## config.mk

```make
export PLATFORM = sky130hd
export DESIGN_NAME = cache_controller_flat
export DESIGN_NICKNAME = d
export VERILOG_FILES = /design/src/rtl/cache_controller_if.sv /design/src/rtl/cache_controller.sv /design/src/flat_wrapper.sv
export SDC_FILE = /design/constraint.sdc
export NUM_CORES = 1
export LEC_CHECK = 0
export CORE_AREA = 3 3 147 149
export CTS_CLUSTER_DIAMETER = 200
export DETAILED_ROUTE_END_ITERATION = 10
export DIE_AREA = 0 0 150 152
export PLACE_DENSITY_LB_ADDON = 0.05
export SLEW_MARGIN = 20
export SYNTH_ARGS = -nofsm -noshare
export SYNTH_HDL_FRONTEND = slang
export SYNTH_SLANG_ARGS = --single-unit
```

## constraint.sdc

```tcl
create_clock -name clk -period 2.15 [get_ports clk]
set_clock_uncertainty 0.05 [all_clocks]
set_input_delay 0.3225 -clock clk [delete_from_list [all_inputs] [get_ports clk]]
set_output_delay 0.3225 -clock clk [all_outputs]
set_load 0.01 [all_outputs]
```

## src/rtl/cache_controller_if.sv

```systemverilog
// Pipeline/cache/SRAM bundle for cache_controller.
// master: surrounding pipeline, cache and SRAM side; slave: the controller.
interface cache_controller_if;
  logic [31:0] address;
  logic [31:0] wdata;
  logic        mem_r_en;
  logic        mem_w_en;
  logic [31:0] rdata;
  logic        ready;
  logic [16:0] cache_address;
  logic [63:0] cache_write_data;
  logic        cache_read_en;
  logic        cache_write_en;
  logic        cache_invalidate;
  logic [31:0] cache_read_data;
  logic        cache_hit;
  logic [31:0] sram_address;
  logic [31:0] sram_wdata;
  logic        sram_r_en;
  logic        sram_w_en;
  logic [63:0] sram_rdata;
  logic        sram_ready;
  logic [15:0] hit_count;
  logic [15:0] miss_count;

  modport master (
    output address, wdata, mem_r_en, mem_w_en,
    output cache_read_data, cache_hit,
    output sram_rdata, sram_ready,
    input  rdata, ready,
    input  cache_address, cache_write_data,
    input  cache_read_en, cache_write_en, cache_invalidate,
    input  sram_address, sram_wdata, sram_r_en, sram_w_en,
    input  hit_count, miss_count
  );

  modport slave (
    input  address, wdata, mem_r_en, mem_w_en,
    input  cache_read_data, cache_hit,
    input  sram_rdata, sram_ready,
    output rdata, ready,
    output cache_address, cache_write_data,
    output cache_read_en, cache_write_en, cache_invalidate,
    output sram_address, sram_wdata, sram_r_en, sram_w_en,
    output hit_count, miss_count
  );
endinterface

```

## src/rtl/cache_controller.sv

```systemverilog
// Write-through, no-allocate cache controller with zero-wait read hits.
// Define CACHE_STATS_EN to build saturating hit/miss counters.
module cache_controller #(
  parameter logic [31:0] ADDR_OFFSET = 32'd1024
) (
  input logic         clk,
  input logic         rst,
  cache_controller_if.slave bus
);

  typedef enum logic [1:0] {
    IDLE       = 2'd0,
    READ_WAIT  = 2'd1,
    WRITE_WAIT = 2'd2
  } state_t;

  state_t      state;
  state_t      state_d;
  logic [31:0] addr_q;
  logic [31:0] wdata_q;
  logic        capture;
  logic        hit_evt;
  logic        miss_evt;
  logic [31:0] sel_addr;
  logic [31:0] off;
  logic        unused_off;

  assign sel_addr = (state == IDLE) ? bus.address : addr_q;
  assign off      = sel_addr - ADDR_OFFSET;
  assign unused_off = ^{off[31:19], off[1:0]};

  always_ff @(posedge clk or negedge rst) begin
    if (!rst) begin
      state   <= IDLE;
      addr_q  <= '0;
      wdata_q <= '0;
    end else begin
      state <= state_d;
      if (capture) begin
        addr_q  <= bus.address;
        wdata_q <= bus.wdata;
      end
    end
  end

  always_comb begin
    state_d              = state;
    capture              = 1'b0;
    hit_evt              = 1'b0;
    miss_evt             = 1'b0;
    bus.ready            = 1'b1;
    bus.rdata            = '0;
    bus.cache_address    = off[18:2];
    bus.cache_write_data = bus.sram_rdata;
    bus.cache_read_en    = 1'b0;
    bus.cache_write_en   = 1'b0;
    bus.cache_invalidate = 1'b0;
    bus.sram_address     = addr_q;
    bus.sram_wdata       = wdata_q;
    bus.sram_r_en        = 1'b0;
    bus.sram_w_en        = 1'b0;
    // Outputs are forced quiet while reset is held, whatever the inputs.
    if (rst) begin
      case (state)
        IDLE: begin
          bus.sram_address = bus.address;
          bus.sram_wdata   = bus.wdata;
          if (bus.mem_w_en) begin
            bus.cache_invalidate = 1'b1;
            bus.sram_w_en        = 1'b1;
            bus.ready            = 1'b0;
            capture              = 1'b1;
            state_d              = WRITE_WAIT;
          end else if (bus.mem_r_en) begin
            bus.cache_read_en = 1'b1;
            if (bus.cache_hit) begin
              bus.rdata = bus.cache_read_data;
              hit_evt   = 1'b1;
            end else begin
              bus.ready     = 1'b0;
              bus.sram_r_en = 1'b1;
              capture       = 1'b1;
              miss_evt      = 1'b1;
              state_d       = READ_WAIT;
            end
          end
        end
        READ_WAIT: begin
          bus.sram_r_en = 1'b1;
          bus.ready     = 1'b0;
          if (bus.sram_ready) begin
            bus.cache_write_en = 1'b1;
            bus.rdata = off[2] ? bus.sram_rdata[63:32]
                               : bus.sram_rdata[31:0];
            bus.ready = 1'b1;
            state_d   = IDLE;
          end
        end
        WRITE_WAIT: begin
          bus.sram_w_en = 1'b1;
          bus.ready     = 1'b0;
          if (bus.sram_ready) begin
            bus.ready = 1'b1;
            state_d   = IDLE;
          end
        end
        default: state_d = IDLE;
      endcase
    end
  end

`ifdef CACHE_STATS_EN
  logic [15:0] hits;
  logic [15:0] misses;

  always_ff @(posedge clk or negedge rst) begin
    if (!rst) begin
      hits   <= '0;
      misses <= '0;
    end else begin
      if (hit_evt && hits != 16'hFFFF)
        hits <= hits + 16'd1;
      if (miss_evt && misses != 16'hFFFF)
        misses <= misses + 16'd1;
    end
  end

  assign bus.hit_count  = hits;
  assign bus.miss_count = misses;
`else
  logic unused_evt;
  assign unused_evt     = hit_evt ^ miss_evt;
  assign bus.hit_count  = '0;
  assign bus.miss_count = '0;
`endif

endmodule

```

## src/flat_wrapper.sv

```systemverilog
// flat-port wrapper written by rule: the top's interface ports become plain ports
module cache_controller_flat 
#(
  parameter logic [31:0] ADDR_OFFSET = 32'd1024
)
  (clk, rst, bus_address, bus_wdata, bus_mem_r_en, bus_mem_w_en, bus_cache_read_data, bus_cache_hit, bus_sram_rdata, bus_sram_ready, bus_rdata, bus_ready, bus_cache_address, bus_cache_write_data, bus_cache_read_en, bus_cache_write_en, bus_cache_invalidate, bus_sram_address, bus_sram_wdata, bus_sram_r_en, bus_sram_w_en, bus_hit_count, bus_miss_count);
  cache_controller_if bus_i ();
  input logic clk;
  input logic rst;
  input wire logic [$bits(bus_i.address)-1:0] bus_address;
  input wire logic [$bits(bus_i.wdata)-1:0] bus_wdata;
  input wire logic [$bits(bus_i.mem_r_en)-1:0] bus_mem_r_en;
  input wire logic [$bits(bus_i.mem_w_en)-1:0] bus_mem_w_en;
  input wire logic [$bits(bus_i.cache_read_data)-1:0] bus_cache_read_data;
  input wire logic [$bits(bus_i.cache_hit)-1:0] bus_cache_hit;
  input wire logic [$bits(bus_i.sram_rdata)-1:0] bus_sram_rdata;
  input wire logic [$bits(bus_i.sram_ready)-1:0] bus_sram_ready;
  output wire logic [$bits(bus_i.rdata)-1:0] bus_rdata;
  output wire logic [$bits(bus_i.ready)-1:0] bus_ready;
  output wire logic [$bits(bus_i.cache_address)-1:0] bus_cache_address;
  output wire logic [$bits(bus_i.cache_write_data)-1:0] bus_cache_write_data;
  output wire logic [$bits(bus_i.cache_read_en)-1:0] bus_cache_read_en;
  output wire logic [$bits(bus_i.cache_write_en)-1:0] bus_cache_write_en;
  output wire logic [$bits(bus_i.cache_invalidate)-1:0] bus_cache_invalidate;
  output wire logic [$bits(bus_i.sram_address)-1:0] bus_sram_address;
  output wire logic [$bits(bus_i.sram_wdata)-1:0] bus_sram_wdata;
  output wire logic [$bits(bus_i.sram_r_en)-1:0] bus_sram_r_en;
  output wire logic [$bits(bus_i.sram_w_en)-1:0] bus_sram_w_en;
  output wire logic [$bits(bus_i.hit_count)-1:0] bus_hit_count;
  output wire logic [$bits(bus_i.miss_count)-1:0] bus_miss_count;
  assign bus_i.address = bus_address;
  assign bus_i.wdata = bus_wdata;
  assign bus_i.mem_r_en = bus_mem_r_en;
  assign bus_i.mem_w_en = bus_mem_w_en;
  assign bus_i.cache_read_data = bus_cache_read_data;
  assign bus_i.cache_hit = bus_cache_hit;
  assign bus_i.sram_rdata = bus_sram_rdata;
  assign bus_i.sram_ready = bus_sram_ready;
  assign bus_rdata = bus_i.rdata;
  assign bus_ready = bus_i.ready;
  assign bus_cache_address = bus_i.cache_address;
  assign bus_cache_write_data = bus_i.cache_write_data;
  assign bus_cache_read_en = bus_i.cache_read_en;
  assign bus_cache_write_en = bus_i.cache_write_en;
  assign bus_cache_invalidate = bus_i.cache_invalidate;
  assign bus_sram_address = bus_i.sram_address;
  assign bus_sram_wdata = bus_i.sram_wdata;
  assign bus_sram_r_en = bus_i.sram_r_en;
  assign bus_sram_w_en = bus_i.sram_w_en;
  assign bus_hit_count = bus_i.hit_count;
  assign bus_miss_count = bus_i.miss_count;
  cache_controller #(.ADDR_OFFSET(ADDR_OFFSET)) u_core (.clk(clk), .rst(rst), .bus(bus_i));
endmodule
```

==> metrics.yaml, run 1 <==
status:
  status: "finished with violations"
  violations: "setup timing"
yosys:
  yosys-top-cells-count: "sky130_fd_sc_hd__buf_4 (97), sky130_fd_sc_hd__mux2_2 (76), sky130_fd_sc_hd__dfrtp_1 (66)"
  post_syn_instances: 496
  avgSynthCellArea_um2: 11.3
  synth.mux.area_fraction: 0.391
  yosysUniqueCellTypes: 38
  async_flop_share: 1.00
  synth_most_common_cell: "sky130_fd_sc_hd__buf_4"
  post_synth_and_or_nand_nor_area_fraction: 0.0506
  adder_and_majority_gate_portion_of_the_synthesized_area: 0.0111
  xor_xnor_cell_area_share_of_the_yosys_netlist: 0.0140
  synth_top_cell_by_area: "sky130_fd_sc_hd__dfrtp_1"
  synth-compound-area-share: 0.0664
  synth_top_flop_cell: "sky130_fd_sc_hd__dfrtp_1"
  synth_top_family_by_area: "multiplexers"
  synth_edf_count: 0
  netlist_area_um2: 5620
  yosys_warnings: 0
  ys_top_cells_by_area: "sky130_fd_sc_hd__dfrtp_1 (29%), sky130_fd_sc_hd__mux2_4 (16%), sky130_fd_sc_hd__mux2_2 (15%)"
  synth_sequential_area_ratio: 0.294
  synth.top_cell.area_share: 0.294
  yosys_register_bits: 66
cells_and_area:
  multi_input_comb_area_um2: 3360
  design.final.nets: 1042
  layout-drive-gt1-share: 0.455
  final_area_um2: 10000
  seq_area_um2: 1650
  syn2layout_area_growth_pct: 78.9
  stdcell_count: 1146
  fillCellCount: 1916
timing:
  timing.final.ws_setup_ps: -459
  final_critical_path_time_including_i_o_delays_and_setup_ps: 2610
  hold_ws_ps: 91.2
  finalSetupViolations: 136
  final-max-slew-violation-count: 0
  fmaxAchievable_mhz: 383
  total_negative_slack_ps: -30150
  hold_viol_final: 0
  final.period_utilization: 1.21
  grt_setup_unrepaired: "true"
clocking:
  htreeDepth: 3
  cts.sinks: 66
  clk_path_buf_depth: 2
  clock_network_latency_to_the_later_pin_of_the_worst_skew_pair_ps: 320
  cts_buffers: 9
  cts_tree: "yes"
  cts.root.buffer_cell: "sky130_fd_sc_hd__clkbuf_16"
  worst_setup_hold_path_clk_slew_ps: 60
worst_setup_path:
  worst_r2r_startpoint: "u_core.state[1]"
  timing.critical_path.slowest_cell_delay_ps: 390
  start_kind: "flop"
  timing.critical_path.slowest_stage_cell: "sky130_fd_sc_hd__dfrtp_1"
  worst-path-max-fanout: 4
  critical_path_class: "flop to output port"
  critical_path_rt_ps: 1780
  worstPathCellList: "inv_2 > ha_4 > buf_6 > buf_6 > mux2i_4 > ha_4 > o211ai_4 > nor3b_2 > xnor2_1 > buf_2"
  rr_endpoint: "u_core.addr_q[0]"
  r2r_slack_ps: -60
  type_of_destination_of_the_critical_path: "output port"
  critPathArrivalTime_ps: 2240
  worst_r2r_path_depth: 9
drt:
  drc: 0
  vias: 5013
  drt_iter0_markers: 148
  route.antenna.remaining_nets: 0
  firstDrtPassIters: 4
  wl_per_cell_um: 19.8
  wirelength_um: 22700
  vias_per_cell: 4.37
floorplan:
  floorplan.die.height_um: 152
  pin_count: 381
  die-area_um2: 22800
  placement_rows: 52
  coreArea_um2: 20300
  floorplan.initialDensity: 0.277
  die_width_um: 150
global_routing:
  first_global_vias: 5132
  grt_overflow_total: 0
  track_usage: 0.178
  grt_max_degree: 38
  antenna_found_initial: 3
  grt_pass1_wl_um: 31300
pwr:
  irDropWorstVdd_uv: 521
  static-leakage-power_nw: 4.79
  power-per-cell-area_nw_per_um2: 1150
min_path:
  min_path_type: "primary input to async pin"
job:
  maxCapViolCount: 0
place:
  place_area_um2: 9240
  port-buffer-count: 348
  place_worst_setup_slack_ps: -637
  post-dp-hpwl_um: 17000
  place.detailed.instances: 1082
  routability_congestion_estimate_from_global_placement: 0.760
[where the power goes]
group / switching [mW] / internal, mW
clock: 0.576 / 0.895
combinational: 3.01 / 4.77
sequential: 0.438 / 1.87
[cell type report]
cell class,instances,share of cell area
Sequential cell,66,0.164
Antenna cell,1,0.000249
Clock buffer,9,0.0224
Tap cell,270,0.0336
Inverter,5,0.00212
Timing Repair Buffer,460,0.436
Multi-Input combinational cell,329,0.335
Clock inverter,6,0.00672
[sequential cells by signal (all words and copies together) (netlist names)]
name and flops:
u_core.addr_q 32, u_core.state 2, u_core.wdata_q 32
[kinds of logic (layout without fill, tap and decap cells)]
group,Yosys count,in the layout
other,1,33
buffers and inverters,133,480
XOR/XNOR,9,9
multiplexers,178,178
AO/OA/AOI/OAI,45,45
adder cells (fa/ha/maj),5,5
flip-flops,66,66
AND/OR/NAND/NOR,59,60
[timing repair]
item                                    4_1_cts  5_1_grt
hold buffers                                  1        0
pin swaps                                    12       10
setup buffers                                25       18
endpoints found under the hold margin         1        0
gates resized for setup                     294      182
endpoints found under the setup margin      184      164
gates cloned                                  3        9
[placed cells by master (no fill, tap or decap), types with 3 or more instances in the layout]
master and count:
sky130_fd_sc_hd__buf_6 30, sky130_fd_sc_hd__xor2_1 4, sky130_fd_sc_hd__clkbuf_2 36, sky130_fd_sc_hd__xnor2_1 4
sky130_fd_sc_hd__inv_2 4, sky130_fd_sc_hd__ha_1 3, sky130_fd_sc_hd__conb_1 32, sky130_fd_sc_hd__nor2_1 35
sky130_fd_sc_hd__buf_2 42, sky130_fd_sc_hd__mux2_2 73, sky130_fd_sc_hd__buf_8 3, sky130_fd_sc_hd__clkdlybuf4s50_1 225
sky130_fd_sc_hd__a2bb2oi_1 29, sky130_fd_sc_hd__dfrtp_1 66, sky130_fd_sc_hd__dlymetal6s2s_1 16, sky130_fd_sc_hd__buf_4 73
sky130_fd_sc_hd__mux2_4 63, sky130_fd_sc_hd__mux2i_2 6, sky130_fd_sc_hd__buf_12 13, sky130_fd_sc_hd__a2bb2oi_2 3
sky130_fd_sc_hd__mux2i_1 30, sky130_fd_sc_hd__dlygate4sd2_1 12, sky130_fd_sc_hd__mux2i_4 6, sky130_fd_sc_hd__clkbuf_16 16
sky130_fd_sc_hd__nand2_1 3
[per-layer routing]
layer / track usage / vias to the layer above / share of wire / wire (µm)
met1: 0.193 / 2408 / 0.37 / 8380
met2: 0.329 / 199 / 0.54 / 12200
li1: - / 2387 / - / -
met5: 0 / - / 0.0010 / 23
met3: 0.0643 / 15 / 0.086 / 1950
met4: 0.0344 / 4 / 0.0058 / 131
[worst max-delay path, delay by kind of cell, from the launching register on]
family	cells	cell delay, ps
buffers and inverters	4	480
AND/OR/NAND/NOR	1	200
AO/OA/AOI/OAI	1	90
flip-flops	1	390
XOR/XNOR	1	150
adder cells (fa/ha/maj)	2	360
multiplexers	1	230
[worst max-delay path by stage]
| stage | startpoint | end | depth (start not counted) |
|---|---|---|---|
| global route | u_core.state[0] | bus_rdata[30] | 10 |
| global placement | u_core.state[0] | bus_cache_address[16] | 8 |
| detailed placement | u_core.state[0] | bus_rdata[10] | 9 |
| CTS | u_core.state[1] | bus_cache_address[16] | 10 |
| finish | u_core.state[1] | bus_cache_address[16] | 10 |
| floorplan | u_core.state[0] | bus_cache_address[16] | 10 |
[stage by stage]
| stage | util | power [mW] |
|---|---|---|
| 2_1_floorplan | - | 6.16 |
| 3_3_place_gp | 0.455 | 9.39 |
| 3_5_place_dp | 0.455 | 9.41 |
| 4_1_cts | 0.480 | 11.3 |
| 5_1_grt | 0.495 | 12.2 |
| 6_report | 0.495 | 11.6 |
No activity file was read; power rests on OpenSTA's default activity.
==> run 2: changes to the inputs <==
Settings changed: RECOVER_POWER set to 100.
Clock period 2.15 ns to 2.3 ns, I/O delays scaled along.
==> run 2 against run 1 <==
First-iteration DRC count down 18%. Non-clock buffer count down 14. Critical path type unchanged. The flow finishes with violations (capacitance limit, slew limit, setup timing). Sequential share of layout area down 0.34 points. Global-route usage up 1.1 points. Via count down 0.80%. Cell count down 1.3%. Total power down 0.81%.
==> metrics.yaml, run 2 (synthesized netlist as in run 1, its figures left out) <==
cells_and_area:
  fillCellCount: 1865  # -2.7%
  final_area_um2: 10300  # +2.1%
  top_regs: "u_core.addr_q x32, u_core.wdata_q x32, u_core.state x2"
  syn2layout_area_growth_pct: 82.7
  layout-drive-gt1-share: 0.469  # +0.0137
  leading_cell_type_in_the_layout_fill_and_taps_excluded: "sky130_fd_sc_hd__clkdlybuf4s50_1"
  layout.cells.most_common_list: "sky130_fd_sc_hd__clkdlybuf4s50_1 (161), sky130_fd_sc_hd__mux2_4 (81), sky130_fd_sc_hd__buf_6 (81)"
  design.final.nets: 1027  # -1.4%
worst_setup_path:
  critPathArrivalTime_ps: 2230  # about the same
  critical_path_rt_ps: 1900  # +120 ps
  critical_path_class: "flop to output port"
  worst-path-max-fanout: 4  # unchanged
  type_of_destination_of_the_critical_path: "output port"
  start_kind: "flop"
clocking:
  worst_setup_hold_path_clk_slew_ps: 60  # about the same
  cts.root.buffer_cell: "sky130_fd_sc_hd__clkbuf_16"
  cts_tree: "yes"
  cts_buffers: 9  # unchanged
  clk_path_buf_depth: 2  # unchanged
  cts.sinks: 66  # unchanged
  htreeDepth: 3  # unchanged
  clock_network_latency_to_the_later_pin_of_the_worst_skew_pair_ps: 330  # about the same
status:
  violations: "capacitance limit, slew limit, setup timing"
  status: "finished with violations"
drt:
  drc: 0  # unchanged
  vias: 4973  # -0.80%
  vias_per_cell: 4.40  # +0.52%
  wirelength_um: 22600  # -0.39%
  firstDrtPassIters: 4  # unchanged
  drt_iter0_markers: 122  # -18%
  route.antenna.remaining_nets: 0  # unchanged
  wl_per_cell_um: 20.0  # +0.93%
job:
  maxCapViolCount: 1  # +1
timing:
  final_critical_path_time_including_i_o_delays_and_setup_ps: 2630
  total_negative_slack_ps: -16410  # +13740 ps
  final-max-slew-violation-count: 31  # +31
  fmaxAchievable_mhz: 380
  finalSetupViolations: 107  # -21%
  grt_setup_unrepaired: "true"
  timing.final.ws_setup_ps: -328  # +131 ps
  hold_viol_final: 0  # unchanged
  final.period_utilization: 1.14
  timing.slew.headroom: -0.182
  tightestPinTransition_ps: 1770
place:
  post-dp-hpwl_um: 16700  # -1.7%
  port-buffer-count: 348  # unchanged
  place_area_um2: 9130  # -1.2%
  routability_congestion_estimate_from_global_placement: 0.788  # +3.7%
floorplan:
  placement_rows: 52  # unchanged
  die-area_um2: 22800  # unchanged
  floorplan.die.height_um: 152  # unchanged
  pin_count: 381  # unchanged
  coreArea_um2: 20300  # unchanged
  floorplan.initialDensity: 0.277  # unchanged
  die_width_um: 150  # unchanged
global_routing:
  grt_max_degree: 44  # +16%
  grt_overflow_total: 0  # unchanged
  grt_pass1_wl_um: 33300  # +6.4%
  first_global_vias: 5339  # +4.0%
  track_usage: 0.189  # +0.0112
  antenna_found_initial: 5  # +2
pwr:
  clockPowerShare: 0.120  # -0.007
  internal_power_mw: 7.56  # +0.28%
  power.switching_fraction: 0.341  # -0.00715
  static-leakage-power_nw: 4.77  # -0.44%
  irDropWorstVdd_uv: 558  # +7.0%
  pwr-share-comb: 0.689  # +0.016
  power-per-cell-area_nw_per_um2: 1120  # -2.9%
  p_seq_frac: 0.190  # -0.010
  total_switching_power_mw: 3.91  # -2.8%
  final_total_pwr_mw: 11.5  # -0.81%
min_path:
  min_path_type: "primary input to flop"
==> run 2: cell types whose count changed in the layout (fill, tap and decap cells not counted), moves of 18 or more <==
cell / delta
sky130_fd_sc_hd__clkbuf_2: -27
sky130_fd_sc_hd__mux2_2: -18
sky130_fd_sc_hd__mux2_4: +18
sky130_fd_sc_hd__buf_6: +51
sky130_fd_sc_hd__dlygate4sd3_1: +63
sky130_fd_sc_hd__clkdlybuf4s50_1: -64
sky130_fd_sc_hd__buf_4: -27
==> run 2: area by class of cell <==
type                       instances  area [µm²]  share of cell area
antenna                            1        2.50            0.000244
sequential                        66        1650               0.161
clock inverter                     6        67.6             0.00659
timing repair buffer             446        4510               0.439
clock buffer                       9         225              0.0220
multi-input combinational        328        3440               0.336
inverter                           5        23.8             0.00232
tap                              270         338              0.0329
==> run 2: path summary, 6_finish.rpt <==
kind | from | endpoint | slack (ps) | depth (start not counted)
min reg2reg | u_core.addr_q[1] | u_core.addr_q[1] | 460 | 1
min in group asynchronous | rst | u_core.wdata_q[31] | 430 | 2
max | u_core.state[0] | bus_cache_address[16] | -330 | 9
max in group asynchronous | rst | u_core.wdata_q[18] | 290 | 2
max reg2reg | u_core.state[0] | u_core.addr_q[5] | -70 | 9
min | bus_address[11] | u_core.addr_q[11] | 400 | 3
==> run 2: per-layer routing <==
layer,global-route usage,vias up,wire (µm)
met5,0,-,44
met4,0.0383,8,206
met3,0.0676,20,2080
met2,0.354,201,12000
met1,0.202,2387,8270
li1,-,2357,-
==> run 2: critical path, stage by stage, from the launching register on <==
cell                       delay [ps]
sky130_fd_sc_hd__dfrtp_1          380
sky130_fd_sc_hd__inv_2             90
sky130_fd_sc_hd__ha_4             200
sky130_fd_sc_hd__buf_12           130
sky130_fd_sc_hd__mux2i_2          270
sky130_fd_sc_hd__ha_4             190
sky130_fd_sc_hd__o211ai_2         110
sky130_fd_sc_hd__nor3b_2          190
sky130_fd_sc_hd__xnor2_1          160
sky130_fd_sc_hd__buf_2            170
==> run 2: per-stage QoR <==
stage	setup slack, ps	instances	hold WS [ps]	util
floorplan	-30.8	527	-0.591	-
global placement	-479	1070	110	0.450
detailed placement	-500	1070	112	0.450
CTS	-339	1125	99.2	0.491
global route	-443	1131	411	0.505
finish	-328	1131	403	0.505
==> run 2: power groups by stage <==
stage	Combinational, mW	Sequential (mW)	Clock (mW)
3_5_place_dp	6.47	2.12	0
3_3_place_gp	6.46	2.12	0
2_1_floorplan	3.73	2.03	0
5_1_grt	8.39	2.25	1.47
4_1_cts	7.49	2.15	1.42
6_report	7.90	2.18	1.38
==> run 2: timing repair <==
item,CTS,global route
hold endpoints to repair,4,0
setup endpoints to repair,183,163
setup buffers,30,10
gates cloned,10,0
pin swaps,17,18
hold buffers,1,0
gates resized for setup,546,125
==> run 3: changes to the inputs <==
Settings changed: SKIP_CTS_REPAIR_TIMING set to 1.
==> run 3 against run 2 <==
The flow still finishes with violations (capacitance limit, slew limit, setup timing). Non-clock buffer count fell by 23. Worst setup slack got worse by 38 ps. Total power decreased by 8.6%. Critical endpoint unchanged. Largest cell class unchanged.
==> metrics.yaml, run 3 (synthesized netlist as in run 1, its figures left out) <==
status:
  status: "finished with violations"
  violations: "capacitance limit, slew limit, setup timing"
pwr:
  static-leakage-power_nw: 4.49  # -5.8%
  irDropWorstVdd_uv: 594  # +6.5%
  power-per-cell-area_nw_per_um2: 1080  # -3.7%
place:
  place_worst_setup_slack_ps: -500  # unchanged
  routability_congestion_estimate_from_global_placement: 0.788  # unchanged
  port-buffer-count: 348  # unchanged
  place_area_um2: 9130  # unchanged
  post-dp-hpwl_um: 16700  # unchanged
  place.detailed.instances: 1070  # unchanged
worst_setup_path:
  start_kind: "flop"
  worst_r2r_startpoint: "u_core.state[1]"
  worst_r2r_path_depth: 8  # -1
  worst_setup_path_startpoint: "u_core.state[1]"
  r2r_slack_ps: 30  # +100 ps
  worst-path-max-fanout: 4  # unchanged
  worstPathCellList: "inv_2 > ha_4 > buf_6 > buf_4 > mux2i_4 > ha_4 > o211ai_4 > nor3b_2 > xnor2_1 > buf_2"
  critical_path_class: "flop to output port"
  type_of_destination_of_the_critical_path: "output port"
  rr_endpoint: "u_core.state[1]"
  timing.critical_path.slowest_stage_cell: "sky130_fd_sc_hd__dfrtp_1"
  critical_path_rt_ps: 1900  # about the same
  crit_family: "buffers and inverters"
  timing.critical_path.slowest_cell_delay_ps: 380  # about the same
  cp_common_cell: "sky130_fd_sc_hd__ha_4"
  critPathArrivalTime_ps: 2270  # +40 ps
  buf_inv_on_cp: 4  # +1
min_path:
  min_path_type: "primary input to async pin"
floorplan:
  floorplan.initialDensity: 0.277  # unchanged
  pin_count: 381  # unchanged
  die-area_um2: 22800  # unchanged
  floorplan.die.height_um: 152  # unchanged
  die_width_um: 150  # unchanged
  placement_rows: 52  # unchanged
  coreArea_um2: 20300  # unchanged
cells_and_area:
  layout-drive-gt1-share: 0.372  # -0.0970
  diodes: 0  # -1
  design.final.nets: 1004  # -2.2%
  layout.cells.most_common_list: "sky130_fd_sc_hd__clkdlybuf4s50_1 (220), sky130_fd_sc_hd__mux2_2 (76), sky130_fd_sc_hd__dfrtp_1 (66)"
  postLayoutCoreUtil: 0.480  # -0.0258
  stdcell_count: 1107  # -2.1%
  top_regs: "u_core.addr_q x32, u_core.wdata_q x32, u_core.state x2"
  syn2layout_area_growth_pct: 73.4
  fillCellCount: 1891  # +1.4%
  final_area_um2: 9740  # -5.1%
  leading_cell_type_in_the_layout_fill_and_taps_excluded: "sky130_fd_sc_hd__clkdlybuf4s50_1"
global_routing:
  grt_max_degree: 44  # unchanged
  antenna_found_initial: 2  # -3
  track_usage: 0.173  # -0.0162
  first_global_vias: 5052  # -5.4%
  grt_pass1_wl_um: 30900  # -7.2%
  grt_overflow_total: 0  # unchanged
clocking:
  clock_network_latency_to_the_later_pin_of_the_worst_skew_pair_ps: 330  # about the same
  cts.sinks: 66  # unchanged
  cts_tree: "yes"
  cts.root.buffer_cell: "sky130_fd_sc_hd__clkbuf_16"
  worst_setup_hold_path_clk_slew_ps: 60  # about the same
  clk_path_buf_depth: 2  # unchanged
  htreeDepth: 3  # unchanged
  cts_buffers: 9  # unchanged
drt:
  route.antenna.remaining_nets: 0  # unchanged
  vias: 4834  # -2.8%
  wirelength_um: 21600  # -4.4%
  firstDrtPassIters: 6  # +2
  wl_per_cell_um: 19.5  # -2.3%
  drc: 0  # unchanged
  drt_iter0_markers: 132  # +8.2%
  vias_per_cell: 4.37  # -0.69%
timing:
  finalSetupViolations: 106  # -0.93%
  final.period_utilization: 1.16  # +0.0165
  grt_setup_unrepaired: "true"
  hold_viol_final: 0  # unchanged
  fmaxAchievable_mhz: 375  # -1.4%
  final_critical_path_time_including_i_o_delays_and_setup_ps: 2670  # +37.9 ps
  final-max-slew-violation-count: 31  # unchanged
  tightestPinTransition_ps: 1750  # -19.9 ps
  timing.slew.headroom: -0.169  # +0.0132
  timing.final.ws_setup_ps: -366  # -37.9 ps
job:
  maxCapViolCount: 1  # unchanged
==> run 3: how the worst max path moves through the flow <==
stage | endpoint | slack (ps) | cells past startpoint
after detailed placement | bus_cache_address[16] | -500 | 8
after global routing | bus_cache_address[16] | -470 | 10
final | bus_cache_address[16] | -370 | 10
after floorplan | bus_cache_address[16] | -30 | 10
after global placement | bus_rdata[8] | -480 | 8
after CTS | bus_cache_address[16] | -880 | 8
==> run 3: report_power, final <==
group | switching [mW] | internal (mW) | total, mW
logic | 2.62 | 4.32 | 6.94
clock network | 0.544 | 0.837 | 1.38
registers | 0.404 | 1.75 | 2.16
total | 3.57 | 6.91 | 10.5
==> run 3: stage by stage <==
| stage | power (mW) | hold slack, ps | TNS (ps) |
|---|---|---|---|
| finish | 10.5 | 333 | -28450 |
| global placement | 8.58 | 110 | -42090 |
| floorplan | 5.76 | -0.591 | -56.8 |
| CTS | 10.1 | -246 | -90000 |
| detailed placement | 8.59 | 112 | -45720 |
| global route | 11.1 | 428 | -40410 |
==> run 3: layout make-up <==
type | count | area [µm²] | area share
well taps | 270 | 338 | 0.0347
multi-input cells | 328 | 3340 | 0.343
repair buffers | 423 | 4100 | 0.421
inverters | 5 | 18.8 | 0.00193
clock buffers | 9 | 225 | 0.0231
flip-flops and latches | 66 | 1650 | 0.170
clock inverters | 6 | 67.6 | 0.00694
==> run 3: metal layers <==
metal | up-vias | global-route usage | routed length, µm
met5 | - | 0 | 26
met4 | 4 | 0.0375 | 226
met3 | 20 | 0.0682 | 2200
met2 | 211 | 0.314 | 11300
met1 | 2288 | 0.188 | 7810
li1 | 2311 | - | -
